### src/rtl/tage_ghr.sv
// tage_ghr: speculative and committed global branch history for the TAGE
// predictor, with incrementally maintained index/tag folds for four tables
// (history lengths 10, 20, 40, 80). Recover copies committed -> speculative.
//
// Handshake: a 1 on i_spec_valid or i_commit_valid in a cycle means exactly
// one branch outcome is presented that cycle. No ready exists: the block
// always accepts, except that i_pause or i_recover drops the speculative one.
module tage_ghr #(
   parameter int IDX_W = 10,
   parameter int TAG_W = 8
) (
   input  logic                 i_clk,
   input  logic                 i_rst,
   input  logic                 i_pause,
   input  logic                 i_recover,
   input  logic                 i_spec_valid,
   input  logic                 i_spec_taken,
   input  logic                 i_commit_valid,
   input  logic                 i_commit_taken,
   output logic [79:0]          o_ghr,
   output logic [4*IDX_W-1:0]   o_idx_fold,
   output logic [4*TAG_W-1:0]   o_tag_fold,
   output logic [79:0]          o_commit_ghr
);

   localparam int H_W   = 80;
   localparam int N_TBL = 4;

   logic [H_W-1:0]   r_ghr;
   logic [H_W-1:0]   r_c_ghr;
   logic [H_W-1:0]   w_ghr_shift;
   logic [H_W-1:0]   w_c_ghr_nxt;

   logic [IDX_W-1:0] r_idx_fold   [N_TBL];
   logic [IDX_W-1:0] r_c_idx_fold [N_TBL];
   logic [IDX_W-1:0] w_idx_shift  [N_TBL];
   logic [IDX_W-1:0] w_c_idx_nxt  [N_TBL];

   logic [TAG_W-1:0] r_tag_fold   [N_TBL];
   logic [TAG_W-1:0] r_c_tag_fold [N_TBL];
   logic [TAG_W-1:0] w_tag_shift  [N_TBL];
   logic [TAG_W-1:0] w_c_tag_nxt  [N_TBL];

   logic             w_spec_shift;

   assign w_spec_shift = i_spec_valid & ~i_pause;

   assign w_ghr_shift  = {r_ghr[H_W-2:0], i_spec_taken};
   assign w_c_ghr_nxt  = i_commit_valid ? {r_c_ghr[H_W-2:0], i_commit_taken} : r_c_ghr;

   // Per-table fold update: rotate left by one, insert the new bit at bit 0,
   // and cancel the bit leaving the window at offset (L mod W).
   for (genvar g = 0; g < N_TBL; g++) begin : g_tbl
      localparam int L      = 10 << g;
      localparam int IDX_SH = L % IDX_W;
      localparam int TAG_SH = L % TAG_W;

      assign w_idx_shift[g] = {r_idx_fold[g][IDX_W-2:0], r_idx_fold[g][IDX_W-1]}
                            ^ IDX_W'(i_spec_taken)
                            ^ (IDX_W'(r_ghr[L-1]) << IDX_SH);
      assign w_tag_shift[g] = {r_tag_fold[g][TAG_W-2:0], r_tag_fold[g][TAG_W-1]}
                            ^ TAG_W'(i_spec_taken)
                            ^ (TAG_W'(r_ghr[L-1]) << TAG_SH);

      assign w_c_idx_nxt[g] = i_commit_valid ?
                              ({r_c_idx_fold[g][IDX_W-2:0], r_c_idx_fold[g][IDX_W-1]}
                               ^ IDX_W'(i_commit_taken)
                               ^ (IDX_W'(r_c_ghr[L-1]) << IDX_SH))
                            : r_c_idx_fold[g];
      assign w_c_tag_nxt[g] = i_commit_valid ?
                              ({r_c_tag_fold[g][TAG_W-2:0], r_c_tag_fold[g][TAG_W-1]}
                               ^ TAG_W'(i_commit_taken)
                               ^ (TAG_W'(r_c_ghr[L-1]) << TAG_SH))
                            : r_c_tag_fold[g];

      assign o_idx_fold[g*IDX_W +: IDX_W] = r_idx_fold[g];
      assign o_tag_fold[g*TAG_W +: TAG_W] = r_tag_fold[g];
   end

   assign o_ghr        = r_ghr;
   assign o_commit_ghr = r_c_ghr;

   // Committed history: advances on every commit, regardless of pause/recover.
   always_ff @(posedge i_clk) begin
      if (!i_rst) begin
         r_c_ghr <= '0;
         for (int i = 0; i < N_TBL; i++) begin
            r_c_idx_fold[i] <= '0;
            r_c_tag_fold[i] <= '0;
         end
      end else begin
         r_c_ghr <= w_c_ghr_nxt;
         for (int i = 0; i < N_TBL; i++) begin
            r_c_idx_fold[i] <= w_c_idx_nxt[i];
            r_c_tag_fold[i] <= w_c_tag_nxt[i];
         end
      end
   end

   // Speculative history: recover restores post-commit state, else shift on an unpaused prediction.
   always_ff @(posedge i_clk) begin
      if (!i_rst) begin
         r_ghr <= '0;
         for (int i = 0; i < N_TBL; i++) begin
            r_idx_fold[i] <= '0;
            r_tag_fold[i] <= '0;
         end
      end else if (i_recover) begin
         r_ghr <= w_c_ghr_nxt;
         for (int i = 0; i < N_TBL; i++) begin
            r_idx_fold[i] <= w_c_idx_nxt[i];
            r_tag_fold[i] <= w_c_tag_nxt[i];
         end
      end else if (w_spec_shift) begin
         r_ghr <= w_ghr_shift;
         for (int i = 0; i < N_TBL; i++) begin
            r_idx_fold[i] <= w_idx_shift[i];
            r_tag_fold[i] <= w_tag_shift[i];
         end
      end
   end

endmodule
### config.mk
export PLATFORM = sky130hd
export DESIGN_NAME = tage_ghr
export DESIGN_NICKNAME = d
export VERILOG_FILES = /design/src/rtl/tage_ghr.sv
export SDC_FILE = /design/constraint.sdc
export NUM_CORES = 1
export LEC_CHECK = 0
export ABC_CLOCK_PERIOD_IN_PS = 4650
export BUFFER_PORTS_ARGS = -buffer_cell sky130_fd_sc_hd__buf_2
export CORE_MARGIN = 2
export CORE_UTILIZATION = 60
export DETAILED_ROUTE_END_ITERATION = 12
export GPL_ROUTABILITY_DRIVEN = 1
export HOLD_SLACK_MARGIN = 0.05
export PLACE_DENSITY = 0.83
export SYNTH_ARGS = -nofsm -noshare
export SYNTH_HDL_FRONTEND = slang
export SYNTH_SLANG_ARGS = --single-unit
### constraint.sdc
create_clock -name i_clk -period 4.65 [get_ports i_clk]
set_clock_uncertainty 0.1 [all_clocks]
set_input_delay 0.93 -clock i_clk [delete_from_list [all_inputs] [get_ports i_clk]]
set_output_delay 0.93 -clock i_clk [all_outputs]
set_load 0.05 [all_outputs]
==> results.md <==
* Hold Vio Cnt, Final at 0
* Post-synth EDFFs at 72
* Inserted Clock Buffers at 31
* Fill count at 1469
* DR DRC count at 0
* CTS H-tree lvls at 1
* Clk sinks at 304
* Busiest grt layer: met2
* N_diodes at 0
* Clock root buffer master: clkbuf_16
* Routed Antenna Nets at 0
* Vias post-DR at 8523
* CTS tree: built
* Critical Path RT at 3.62 ns
* Via/cell ratio at 5.67
* Clock latency on the worst-skew pair at 0.57 ns
* Post-Syn Area at 0.0126 mm²
* Setup_tns at 0 ns
* Crit-path max FO at 5
* Most common cell in the synthesized netlist: dfxtp_1
* DRT Pass-1 Iters at 5
* DP Wirelength at 18600 µm
* Worst-path clk slew at 0.06 ns
* Total grt overflow at 0
* Cell Rows at 52
* Initial antenna violation count at 0
* Syn_nets at 1018
* Power Dens Cells at 401 mW/mm²
* Met1 Use GR at 35.0%
* Routed WL at 29000 µm
* Area post-placement at 0.0137 mm²
* Period utilization at 52.6%
* Initial Utilization at 61.6%
* # hold bufs at CTS at 0
* Max-Cap Viols at 0
* CP arrival at 1.41 ns
* Sequential share of the synthesized area at 54.1%
* Die H at 149 µm
* Most common library cells after synthesis: 232 x dfxtp_1, 182 x mux2i_1, 146 x nor2b_1
* CP cell instances: buf_2
* Synth top area cells: dfxtp_1 37%, edfxtp_1 17%, mux2i_1 14%
* I/O Buffers at 239
* Minimum clock period at 2.44 ns
* Max_slew headroom at 35.4%
* GR Util All Layers at 25.2%
* WP buf/inv at 1
* Layout Nets at 1217
* Die W at 149 µm
* Final setup viols at 0
* Main synth FF type: dfxtp_1
* RSZ-0062 raised after global routing: false
* Maximum buffer depth of the clock tree at 3
* Static leakage at 0.00711 µW
* Asr flop ratio synth at 0%
* Vias in the first global route at 8296
* Status: completed
* Worst-Margin Slew at 0.969 ns
* Final GP Congestion at 0.783
* Critical Path Max Stage Delay at 0.52 ns
* Worst Reg2Reg Path Length in Cells at 3
* Number of cells produced by synthesis at 1010
* Grt met2 use at 41.1%
* Netlist cell types at 30
* Startpoint types: flip-flop
* Critical path capture point type: output pin
* CP max stage cell: dfxtp_1
* Largest net degree at the start of global routing at 89
* Yosys reg bits at 304
* DR iter-0 viols at 453
* First-pass GRT wire length at 45100 µm
* Synth warnings at 0
* Fmax at 409 MHz
* Post-synth top area share at 36.9%
* Worst Hold Class: flip-flop to flip-flop
* Wire per inst at 19.3 µm
* Max VDD drop at 0.331 mV
* I/O pins at 240
* Met3 GRT Util at 4.07%
* Avg Synthesized Cell Area at 12.5 µm²
* Crit. path cell count at 1
* Final instance area at 0.0148 mm²
* Pins over their slew limit at 0
* Delay-heaviest family, CP: flip-flops
* Setup Fix Bufs, Post-CTS at 0
* Die area at 0.0221 mm²
* Critical path class: flip-flop to output pin
* Share of post-route cells with drive strength above 1 at 28.0%
* Post-CTS sizing at 0
* Synthesis-to-layout area growth at 17.7%
* Hold Path Stages at 2
* Area leader, netlist: dfxtp_1
* Core area at 0.0204 mm²
## where the power goes
group	internal, µW	total [µW]	switching [µW]
registers	2770	2830	53.7
clock network	1520	2550	1030
logic	168	569	401
total	4460	5940	1480
## state kept, by name (all words and copies together), names as in the netlist
| signal | count |
|---|---|
| r_tag_fold | 32 |
| r_idx_fold | 40 |
| r_c_tag_fold | 32 |
| o_commit_ghr | 80 |
| o_ghr | 80 |
| r_c_idx_fold | 40 |
## path summary, 6_finish.rpt
kind              slack [ns]                           from                             to
setup reg to reg        3.02         o_ghr[79]$_SDFFE_PN0P_     r_tag_fold[3][0]$_DFFE_PP_
hold reg to reg         0.38  r_c_idx_fold[3][0]$_SDFF_PN0_  r_c_idx_fold[3][0]$_SDFF_PN0_
hold / removal          0.38  r_c_idx_fold[3][0]$_SDFF_PN0_  r_c_idx_fold[3][0]$_SDFF_PN0_
setup / recovery        2.21    o_commit_ghr[39]$_SDFF_PN0_               o_commit_ghr[39]
## through the flow
stage	total power (µW)	util (%)	instances	hold WS (ns)	setup WS, ns
floorplan	3330	-	1010	0.340	1.81
global placement	3440	67.3	1446	0.368	1.80
detailed placement	3450	67.3	1446	0.371	1.74
CTS	5980	72.5	1503	0.383	2.19
global route	6110	72.5	1503	0.402	2.16
finish	5940	72.5	1503	0.379	2.21
## cell families (layout without fill, tap and decap cells)
kind of cell | Yosys count | in the layout | share of synthesized area, %
xor gates and xnor gates | 25 | 25 | 2.29
AOI/OAI and AO/OA | 159 | 159 | 11.3
DFF | 304 | 304 | 54.1
muxes | 226 | 226 | 19.0
and+or+nand+nor | 213 | 213 | 9.53
buffers and inverters | 83 | 306 | 3.84
## metal layers
metal,routed length (µm),vias up
li1,-,4062
met1,12600,4136
met2,13700,274
met3,1970,51
met4,643,0
met5,0,-
## placed cells by master, fill, tap and decap left out, types with 2 or more instances in the layout
master / n
xnor2_1: 13
bufinv_16: 3
mux2_2: 20
clkbuf_16: 32
clkbuf_8: 7
nand2_1: 52
dfxtp_1: 232
clkbuf_1: 4
buf_2: 236
mux2_4: 18
o211a_1: 44
xor2_1: 7
nand2b_2: 2
buf_4: 11
o21ai_1: 7
clkinv_2: 8
a221o_1: 4
xnor3_1: 5
o2bb2ai_1: 98
mux2_1: 6
edfxtp_1: 72
nand2b_1: 2
nor2_1: 4
o22ai_1: 4
mux2i_1: 182
nor2b_1: 146
## area by class of cell
| type | instances | area (µm²) | share of cell area (%) |
|---|---|---|---|
| timing repair buffer | 249 | 1300 | 8.76 |
| clock buffer | 42 | 898 | 6.07 |
| sequential | 304 | 6810 | 46.0 |
| tap | 270 | 338 | 2.28 |
| multi-input combinational | 623 | 5300 | 35.8 |
| clock inverter | 15 | 166 | 1.12 |
Note: power is estimated with default switching activity, not from simulation.
